### src/rtl/umi_packet_split.sv
// -----------------------------------------------------------------------------
// umi_packet_split
//
// Narrowing stage for UMI packets. A packet arriving on the wide input bus
// (IDW bits of data) is re-emitted as a sequence of packets that each fit the
// narrow output bus (ODW bits). Destination and source addresses advance by
// one chunk (ODW/8 bytes) per beat. Only data-carrying opcodes (write,
// write_posted, rdma, read_resp) are split; every other opcode, and any packet
// that already fits in one chunk, passes through as a single unchanged beat.
//
// Ports:
//   clk, nreset            clock, asynchronous active-low reset
//   umi_in_valid/ready     input handshake
//   umi_in_cmd             input command (opcode/size/len/eom/... fields)
//   umi_in_dstaddr/srcaddr input addresses
//   umi_in_data            input data, byte 0 in bits [7:0]
//   umi_out_valid/ready    output handshake (valid holds until ready)
//   umi_out_cmd            output command, len/eom rewritten per chunk
//   umi_out_dstaddr/srcaddr per-chunk addresses
//   umi_out_data           per-chunk data
//
// Build option:
//   UMI_SPLIT_DATA_MASK_EN  when defined, output bytes beyond the chunk's
//                           byte count are forced to zero. Cycle behaviour
//                           is the same with or without it.
//
// Command field positions used here:
//   [4:0] opcode, [7:5] size, [15:8] len, [22] eom; everything else is
//   copied verbatim.
// -----------------------------------------------------------------------------
module umi_packet_split #(
    parameter int CW  = 32,
    parameter int AW  = 64,
    parameter int IDW = 256,
    parameter int ODW = 64
) (
    input  logic           clk,
    input  logic           nreset,
    input  logic           umi_in_valid,
    input  logic [CW-1:0]  umi_in_cmd,
    input  logic [AW-1:0]  umi_in_dstaddr,
    input  logic [AW-1:0]  umi_in_srcaddr,
    input  logic [IDW-1:0] umi_in_data,
    output logic           umi_in_ready,
    output logic           umi_out_valid,
    output logic [CW-1:0]  umi_out_cmd,
    output logic [AW-1:0]  umi_out_dstaddr,
    output logic [AW-1:0]  umi_out_srcaddr,
    output logic [ODW-1:0] umi_out_data,
    input  logic           umi_out_ready
);

    localparam int              CHUNK   = ODW / 8;
    localparam logic [16:0]     CHUNK_B = 17'(CHUNK);
    localparam logic [AW-1:0]   CHUNK_A = AW'(CHUNK);

`ifdef UMI_SPLIT_DATA_MASK_EN
    localparam bit MASK_EN = 1'b1;
`else
    localparam bit MASK_EN = 1'b0;
`endif

    typedef enum logic [0:0] {
        ST_IDLE  = 1'b0,
        ST_SPLIT = 1'b1
    } state_t;

    // Opcodes that carry a data payload and therefore may be split.
    function automatic logic is_data_op(input logic [4:0] op);
        logic r;
        case (op)
            5'h03:   r = 1'b1;   // write
            5'h05:   r = 1'b1;   // write_posted
            5'h07:   r = 1'b1;   // rdma
            5'h02:   r = 1'b1;   // read response
            default: r = 1'b0;
        endcase
        return r;
    endfunction

    // Bytes carried by the chunk that starts with `rem` bytes outstanding.
    function automatic logic [16:0] min_chunk(input logic [16:0] rem);
        logic [16:0] r;
        if (rem > CHUNK_B) begin
            r = CHUNK_B;
        end else begin
            r = rem;
        end
        return r;
    endfunction

    // Command for one chunk of a split packet: len shrinks to the chunk,
    // eom survives only on the final chunk.
    function automatic logic [CW-1:0] beat_cmd(input logic [CW-1:0] cmd,
                                               input logic [16:0] rem);
        logic [CW-1:0] c;
        logic [16:0]   cb;
        c = cmd;
        cb = min_chunk(rem);
        c[15:8] = 8'((cb >> cmd[7:5]) - 17'd1);
        if (rem <= CHUNK_B) begin
            c[22] = cmd[22];
        end else begin
            c[22] = 1'b0;
        end
        return c;
    endfunction

    // Zero bytes at index >= cb when masking is built in; identity otherwise.
    function automatic logic [ODW-1:0] mask_data(input logic [ODW-1:0] d,
                                                 input logic [16:0] cb);
        logic [ODW-1:0] m;
        m = '0;
        for (int i = 0; i < CHUNK; i++) begin
            if (!MASK_EN || (17'(i) < cb)) begin
                m[i*8 +: 8] = 8'hFF;
            end else begin
                m[i*8 +: 8] = 8'h00;
            end
        end
        return d & m;
    endfunction

    state_t           state_r;
    logic [1:0]       rst_done_r;
    logic             out_valid_r;
    logic [CW-1:0]    out_cmd_r;
    logic [AW-1:0]    out_dst_r;
    logic [AW-1:0]    out_src_r;
    logic [ODW-1:0]   out_data_r;
    // Working copy describing the next chunk still to be presented.
    logic [CW-1:0]    cmd_r;
    logic [16:0]      rem_r;
    logic [AW-1:0]    dst_r;
    logic [AW-1:0]    src_r;
    logic [IDW-1:0]   data_r;

    logic [2:0]       in_size_s;
    logic [16:0]      in_bytes_s;
    logic [16:0]      in_cb_s;
    logic             in_data_op_s;
    logic             in_illegal_s;
    logic             split_s;
    logic             in_ready_s;
    logic             accept_s;

    assign in_size_s    = umi_in_cmd[7:5];
    // (len+1) << size is exact in 17 bits: at most 256 * 128.
    assign in_bytes_s   = ({9'd0, umi_in_cmd[15:8]} + 17'd1) << in_size_s;
    assign in_cb_s      = min_chunk(in_bytes_s);
    assign in_data_op_s = is_data_op(umi_in_cmd[4:0]);
    // A word wider than the output chunk cannot be split; it goes out as one
    // truncated beat.
    assign in_illegal_s = in_data_op_s & ((17'd1 << in_size_s) > CHUNK_B);
    assign split_s      = in_data_op_s & ~in_illegal_s & (in_bytes_s > CHUNK_B);

    // Ready only in IDLE with the output slot free or draining this cycle,
    // which lets a new packet enter on the same edge the last beat leaves.
    assign in_ready_s = rst_done_r[1] & (state_r == ST_IDLE) &
                        (~out_valid_r | umi_out_ready);
    assign accept_s   = umi_in_valid & in_ready_s;

    // Splitter state machine: output beat registers plus working chunk state.
    always_ff @(posedge clk or negedge nreset) begin
        if (!nreset) begin
            state_r     <= ST_IDLE;
            rst_done_r  <= 2'b00;
            out_valid_r <= 1'b0;
            out_cmd_r   <= '0;
            out_dst_r   <= '0;
            out_src_r   <= '0;
            out_data_r  <= '0;
            cmd_r       <= '0;
            rem_r       <= 17'd0;
            dst_r       <= '0;
            src_r       <= '0;
            data_r      <= '0;
        end else begin
            rst_done_r <= {rst_done_r[0], 1'b1};
            case (state_r)
                ST_IDLE: begin
                    if (accept_s) begin
                        out_valid_r <= 1'b1;
                        if (split_s) begin
                            out_cmd_r <= beat_cmd(umi_in_cmd, in_bytes_s);
                            state_r   <= ST_SPLIT;
                        end else begin
                            out_cmd_r <= umi_in_cmd;
                            state_r   <= ST_IDLE;
                        end
                        out_dst_r  <= umi_in_dstaddr;
                        out_src_r  <= umi_in_srcaddr;
                        out_data_r <= mask_data(umi_in_data[ODW-1:0], in_cb_s);
                        // Pre-advance to the second chunk; ignored unless split.
                        cmd_r  <= umi_in_cmd;
                        rem_r  <= in_bytes_s - CHUNK_B;
                        dst_r  <= umi_in_dstaddr + CHUNK_A;
                        src_r  <= umi_in_srcaddr + CHUNK_A;
                        data_r <= umi_in_data >> ODW;
                    end else if (umi_out_ready) begin
                        out_valid_r <= 1'b0;
                    end else begin
                        out_valid_r <= out_valid_r;
                    end
                end
                ST_SPLIT: begin
                    if (umi_out_ready) begin
                        out_cmd_r  <= beat_cmd(cmd_r, rem_r);
                        out_dst_r  <= dst_r;
                        out_src_r  <= src_r;
                        out_data_r <= mask_data(data_r[ODW-1:0], min_chunk(rem_r));
                        rem_r      <= rem_r - CHUNK_B;
                        dst_r      <= dst_r + CHUNK_A;
                        src_r      <= src_r + CHUNK_A;
                        data_r     <= data_r >> ODW;
                        // Leave SPLIT as the final chunk is loaded so the
                        // next packet can be accepted when it commits.
                        if (rem_r <= CHUNK_B) begin
                            state_r <= ST_IDLE;
                        end else begin
                            state_r <= ST_SPLIT;
                        end
                    end else begin
                        state_r <= ST_SPLIT;
                    end
                end
                default: begin
                    state_r     <= ST_IDLE;
                    out_valid_r <= 1'b0;
                end
            endcase
        end
    end

    assign umi_in_ready    = in_ready_s;
    assign umi_out_valid   = out_valid_r;
    assign umi_out_cmd     = out_cmd_r;
    assign umi_out_dstaddr = out_dst_r;
    assign umi_out_srcaddr = out_src_r;
    assign umi_out_data    = out_data_r;

    umi_packet_split_chk u_chk (
        .clk     (clk),
        .nreset  (nreset),
        .accept  (accept_s),
        .illegal (in_illegal_s)
    );

endmodule

// -----------------------------------------------------------------------------
// umi_packet_split_chk
//
// Simulation checks for umi_packet_split.
// Ports: clk, nreset, accept (input handshake fired), illegal (accepted
// packet has a word size wider than one output chunk).
// -----------------------------------------------------------------------------
module umi_packet_split_chk (
    input  logic clk,
    input  logic nreset,
    input  logic accept,
    input  logic illegal
);

    // Flag split-opcode packets whose word size exceeds the output chunk.
    always_ff @(posedge clk) begin
        if (nreset) begin
            assert (!(accept && illegal))
                else $error("umi_packet_split: word size wider than output chunk");
        end
    end

endmodule

### config.mk
export PLATFORM = sky130hd
export DESIGN_NAME = umi_packet_split
export DESIGN_NICKNAME = d
export VERILOG_FILES = /design/src/rtl/umi_packet_split.sv
export SDC_FILE = /design/constraint.sdc
export NUM_CORES = 1
export LEC_CHECK = 0
export CELL_PAD_IN_SITES_DETAIL_PLACEMENT = 0
export CELL_PAD_IN_SITES_GLOBAL_PLACEMENT = 2
export CORE_ASPECT_RATIO = 0.7
export CORE_UTILIZATION = 29
export DETAILED_ROUTE_END_ITERATION = 16
export PLACE_DENSITY = 0.88
export SYNTH_ARGS = -nofsm -noshare
export SYNTH_HDL_FRONTEND = slang
export SYNTH_SLANG_ARGS = --single-unit
### constraint.sdc
create_clock -name clk -period 4.38 [get_ports clk]
set_clock_uncertainty 0.1 [all_clocks]
set_input_delay 0.657 -clock clk [delete_from_list [all_inputs] [get_ports clk]]
set_output_delay 0.657 -clock clk [all_outputs]
set_load 0.02 [all_outputs]
# ---- After elaboration in Yosys (flattened, before gate mapping)
# Cells that the tools add are included.
dict set report op_classes {
  add_sub_neg 9
  n_mul 0
  div_mod_pow 0
  order_cmp 5
  eq_ne 6
  shifts 4
  n_mux 46
  n_bitwise 12
  n_reduce_logical 5
}
# cell n
set ops {}
lappend ops {{64-bit 2-to-1 mux} 10}
lappend ops {{64-bit one-hot mux with 2 select lines} 5}
lappend ops {{256-bit 2-to-1 mux} 2}
lappend ops {{256-bit one-hot mux with 2 select lines} 1}
lappend ops {{64-bit by 4-bit adder with 64-bit output (second input constant)} 4}
lappend ops {{17-bit 2-to-1 mux} 9}
lappend ops {{64-bit AND} 2}
lappend ops {{32-bit 2-to-1 mux} 2}
lappend ops {{32-bit one-hot mux with 2 select lines} 1}
lappend ops {{17-bit by 4-bit > comparator with 1-bit output (second input constant)} 3}
lappend ops {{17-bit by 4-bit less-or-equal comparator with 1-bit output (second input constant)} 2}
lappend ops {{17-bit one-hot mux with 2 select lines} 1}
lappend ops {{17-bit by 3-bit right shift with 8-bit output} 2}
lappend ops {{17-bit by 4-bit subtractor with 17-bit output (second input constant)} 2}
lappend ops {{8-bit 2-to-1 mux} 4}
lappend ops {{23-bit 2-to-1 mux} 1}
lappend ops {{1-bit by 3-bit << shifter with 17-bit output (first input constant)} 1}
lappend ops {{9-bit by 3-bit << shifter with 17-bit output} 1}
lappend ops {{8-bit by 1-bit subtractor with 8-bit output (second input constant)} 2}
lappend ops {{5-bit by 2-bit equality test with 1-bit output (second input constant)} 2}
lappend ops {{5-bit by 3-bit equality test with 1-bit output (second input constant)} 2}
lappend ops {{8-bit by 1-bit adder with 9-bit output (second input constant)} 1}
lappend ops {{1-bit 2-to-1 mux} 9}
lappend ops {{1-bit AND} 6}
lappend ops {{7 further kinds} 12}
dict set report totals {
  register_bits 661
  latchBits 0
  ram_bits 0
  romBits 0
  inputBits 420
  output_inout_bits 226
  mem_count 0
}

# ---- Logic depth before layout (Yosys ltp)
dict set report logic_depth {
  depth_word 15
  ltp_mapped 24
  depth_no_buf 17
}

# ---- Worst setup path after synthesis
# No wires, ideal clock.
dict set report synth_path {
  kind {flip-flop to flip-flop}
  start {register state_r}
  end {register src_r[63]}
  setup_time_ns 0.104
  arrival_ns 4.529
  path_slack_ns -0.353
  path_stages_with_launch 24
  period_less_slack_ns 4.733
  path_cell_list {dfrtp_1 -> buf_6 -> buf_8 -> buf_12 -> buf_6 -> buf_6 -> buf_6 -> buf_4 -> buf_4 -> buf_2 -> buf_2 -> buf_2 -> mux2_2 -> ha_1 -> a21boi_1 -> and4_1 -> buf_2 -> and4b_1 -> clkbuf_1 -> nand2_1 -> nor3_1 -> nand2_1 -> xor2_1 -> a221oi_1}
}
dict set report synth_between {
  elab_chain_len 6
}
# item line_no
set synth_lines {}
lappend synth_lines {{start: declaration} 124} ;# state_t state_r;
lappend synth_lines {{start signal: assignment} 166} ;# state_r <= ST_IDLE;
lappend synth_lines {{start signal: assignment} 186} ;# state_r <= ST_SPLIT;
lappend synth_lines {{start signal: assignment} 189} ;# state_r <= ST_IDLE;
lappend synth_lines {{1-bit inverter (no line)} n/a}
lappend synth_lines {{1-bit AND (2 in series)} 159} ;# assign in_ready_s = rst_done_r[1] & (state_r == ST_IDLE) &
lappend synth_lines {{1-bit AND} 161} ;# assign accept_s = umi_in_valid & in_ready_s;
lappend synth_lines {{2-bit != test (no line)} n/a}
lappend synth_lines {{2-bit AND reduction (no line)} n/a}
lappend synth_lines {{end signal: assignment} 198} ;# src_r <= umi_in_srcaddr + CHUNK_A;
lappend synth_lines {{end signal: assignment} 214} ;# src_r <= src_r + CHUNK_A;
lappend synth_lines {{end: declaration} 135} ;# logic [AW-1:0] src_r;
# Several ways; a longest one is shown, not always the timed one.
# A chain may end at the register's enable or synchronous reset.

# ---- Final worst setup path
dict set report layout_path {
  start {register state_r}
  end {register dst_r[53]}
}
dict set report layout_between {
  elab_chain_len 6
}
# item line_no
set layout_lines {}
lappend layout_lines {{1-bit inverter (no line)} n/a}
lappend layout_lines {{1-bit AND (2 in series)} 159}
lappend layout_lines {{1-bit AND} 161}
lappend layout_lines {{2-bit != test (no line)} n/a}
lappend layout_lines {{2-bit AND reduction (no line)} n/a}
lappend layout_lines {{end signal: assignment} 197} ;# dst_r <= umi_in_dstaddr + CHUNK_A;
lappend layout_lines {{end signal: assignment} 213} ;# dst_r <= dst_r + CHUNK_A;
lappend layout_lines {{end: declaration} 134} ;# logic [AW-1:0] dst_r;
# Several ways; a longest one is shown, not always the timed one.

==> metrics.cfg <==
[outcome]
outcome = finished clean

[synth]
synth.yosys.warnings = 0
postSynthAreaPerCell_um2 = 9.40
synth.ff_latch_count = 589
synth_simple_gate_area_frac = 0.153
netlist_area_mm2 = 0.0309
share_of_synthesized_area_occupied_by_flip_flops_and_latches = 0.478
share_of_the_synthesized_netlist_area_taken_by_xor_and_xnor_gates = 0.0372
synth.lib_cells_used.distinct = 90
synth_compound_area_frac = 0.172
postSynth.topFlopCell = dfrtp_1
synth_fp_nets = 3710
synth_edf_count = 0
synth.area.mux_share = 0.120
post_synth_adder_cell_area = 0.00284
postSynthCellCount = 3283
async_flop_share = 1.00
combinational_family_with_the_most_area_after_synthesis = compound AO/OA/AOI/OAI gates
synth.top_cells.by_area = dfrtp_1 (48%), mux2i_1 (12%), nand2_1 (7.3%)
synth.top_cell.area_share = 0.478
synth_largest_area_cell = dfrtp_1

[detailed_routing]
drt_drc_violations_left = 0
dr.pass1.iters = 5
routedWlPerCell_um = 20.8
drt-vias-per-instance = 4.98
detail_route.wirelength_um = 112000
detail_route.iter0.violations = 1665
detail-route-antenna-nets = 0
routed-via-count = 26800

[sta]
final_max_slew_viol_count = 0
final_min_period_over_clock_period = 0.899
slew_headroom = 0.294
report.final.setup_viol = 0
report.final.hold_viol_count = 0
timing.final.crit_period_ns = 3.94
worst_pin_slew_ns = 1.06
setup_ws_ns = 0.443
maxClockFrequency_mhz = 254
totalNegativeSetupSlack_ns = 0
rsz0062_at_grt = no

[power]
power.ir.vdd_worst_mv = 0.463
power_per_cell_area_mw_per_mm2 = 669
power.static_leakage_nw = 17.7
switching_share = 0.401
p_clk_frac = 0.216
internal_portion_of_total_power_mw = 16.8
power_switching_mw = 11.2
power.share.sequential = 0.359
power.share.combinational = 0.424

[global_routing]
grt-ovfl-total = 0
groute.usage.overall = 0.201
first_global_vias = 25500
antenna_violations_before_repair = 29
grt_start_max_net_pins = 144
first_pass_grt_wire_length_um = 165000

[floorplan]
coreArea_mm2 = 0.105
chipHeight_um = 275
die_area_mm2 = 0.108
row_count = 99
fp.dieW_um = 392
initial_utilization = 0.294
io-pin-count = 646

[critical_path]
regToRegStartpoint = state_r
setup.worst_path.start_class = register
worstReg2RegEnd = dst_r[53]
critPathMostFrequentCell = a21oi_1
cp_max_fo = 46
regToRegSetupSlack_ns = 0.44
cp.arrival_ns = 4.40
critPathMaxStageDelay_ns = 0.66
crit_path_top_delay_cell = dfrtp_4
cp-end-kind = register
timing.reg2reg.worst_path_depth = 10
cp_cell_sequence = buf_12 -> mux2i_1 -> a21oi_1 -> and4_1 -> nor4b_4 -> nand3_4 -> a221oi_4 -> xor2_1 -> o22ai_1 -> a21oi_1
cp.required_ns = 4.84
worst-setup-path-type = register to register

[run]
maxCapViolCount = 0

[layout]
final_core_util = 0.399
reg_area_mm2 = 0.0147
num-nets-final = 4321
final_cell_count_no_fill = 5369
area_occupied_by_multi_input_gates_mm2 = 0.0151
count_of_filler_cells_inserted_in_the_layout = 10400
area_growth_from_synthesis_to_final_layout_pct = 35.7
drive_gt1_frac = 0.0760

[min_path]
hold-path-cell-count = 0
worstHoldEndpoint = rst_done_r[1]
timing.hold.worst.start = rst_done_r[0]
worst_hold_path_type = register to register

[cts]
h_tree_depth = 3
cts_inserted_buffers = 68
cts_tree = built
cts-root-to-sink-buffers = 3
cts_sinks = 589
worst_skew_pair.late_latency_ns = 0.64
clkTransAtPathRegs_ns = 0.06
clock-root-buffer = clkbuf_16

[placed_design]
place.detailed.instances = 5236
gp_congestion = 0.840
pre_cts_ws_ns = 0.0868
place.port_buffers = 645
detailed_place_hpwl_um = 82600

Yosys cell counts (14+ instances only):
| cell type | number |
|---|---|
| a21oi_1 | 154 |
| a22o_1 | 66 |
| and3_1 | 14 |
| buf_1 | 31 |
| buf_2 | 45 |
| clkbuf_1 | 150 |
| dfrtp_1 | 589 |
| inv_1 | 23 |
| mux2i_1 | 359 |
| nand2_1 | 603 |
| nand3_1 | 142 |
| nand3b_1 | 23 |
| nand4_1 | 19 |
| nor2_1 | 91 |
| nor2b_1 | 29 |
| nor3_1 | 24 |
| nor4_1 | 14 |
| o21ai_0 | 450 |
| o22ai_1 | 96 |
| xnor2_1 | 46 |
| xor2_1 | 85 |
timing repair:
| item | 4_1_cts | 5_1_grt |
|---|---|---|
| buffers inserted | 0 | 1 |
| endpoints found under the hold margin | 44 | 0 |
| setup endpoints to repair | 0 | 2 |
| gates resized for setup | 0 | 1 |
| hold buffers | 1 | 0 |
how the worst max path moves through the flow:
stage                             start              to  slack [ns]
after floorplan                 state_r       src_r[51]       0.006
after global routing            state_r       src_r[62]        0.11
final                           state_r       dst_r[53]        0.44
after detailed placement  umi_in_cmd[8]  umi_out_cmd[9]        0.09
after CTS                       state_r       dst_r[53]        0.25
after global placement    umi_in_cmd[8]  umi_out_cmd[9]        0.11
cells by family (layout without fill, tap and decap cells):
group / after synthesis / count (layout)
AO/OA/AOI/OAI: 893 / 893
flip-flops: 589 / 589
other: 1 / 8
AND/OR/NAND/NOR: 1031 / 1031
buffers and inverters: 262 / 927
XOR/XNOR: 131 / 131
multiplexers: 369 / 369
adder cells (fa/ha/maj): 7 / 7
power groups by stage:
| stage | sequential, mW | combinational [mW] | clock, mW |
|---|---|---|---|
| 6_report | 10.1 | 11.9 | 6.06 |
| 5_1_grt | 10.4 | 13.0 | 6.46 |
| 4_1_cts | 10.1 | 12.0 | 6.26 |
| 3_5_place_dp | 10.1 | 11.9 | 0 |
| 3_3_place_gp | 10.0 | 11.8 | 0 |
| 2_1_floorplan | 10.7 | 6.03 | 0 |
flip-flops by register name, summed over array words and instances, names as in the netlist:
signal and flops:
dst_r 64, src_r 64, umi_out_srcaddr 64, umi_out_data 64, umi_out_cmd 32, umi_out_dstaddr 64, state_r 1, cmd_r 24
umi_out_valid 1, rem_r 17, data_r 192, rst_done_r 2
cell usage in the layout, fill, tap and decap left out, types with 28 or more instances in the layout:
master	Yosys	final
a21oi_1	154	154
a22o_1	66	66
buf_12	1	28
buf_4	4	104
clkbuf_16	0	68
clkdlybuf4s50_1	0	644
dfrtp_1	589	588
mux2i_1	359	359
nand2_1	603	602
nand3_1	142	142
nor2_1	91	89
nor2b_1	29	28
o21ai_0	450	450
o22ai_1	96	96
xnor2_1	46	46
xor2_1	85	85
final cells by class:
class / instances / area share
multi-input cells: 2432 / 0.360
flip-flops and latches: 589 / 0.352
repair buffers: 779 / 0.187
clock buffers: 95 / 0.0467
well taps: 1414 / 0.0423
clock inverters: 29 / 0.00918
inverters: 24 / 0.00215
diodes: 7 / 0.000418
critical path: cells and delay by family, from the launching register on:
kind	cells	cell delay [ns]
buf+inv	1	0.28
simple gates	3	1.39
mux	1	0.20
compound gates	4	0.93
flops	1	0.66
xor+xnor	1	0.18
per-stage QoR:
step	total power, mW	hold slack [ns]	area [um2]
2_1_floorplan	16.8	0.231	30900
3_3_place_gp	21.8	0.233	39500
3_5_place_dp	22.1	0.255	39500
4_1_cts	28.3	0.268	41800
5_1_grt	29.9	0.286	41900
6_report	28.0	0.262	41900
metal layers:
layer,global-route usage,vias to the layer above,wire length (um)
met2,0.288,608,48500
li1,-,13000,-
met1,0.295,12900,53700
met5,0,-,264
met4,0.0577,40,2750
met3,0.0500,186,6620
Power figures use the tool's default switching activity.
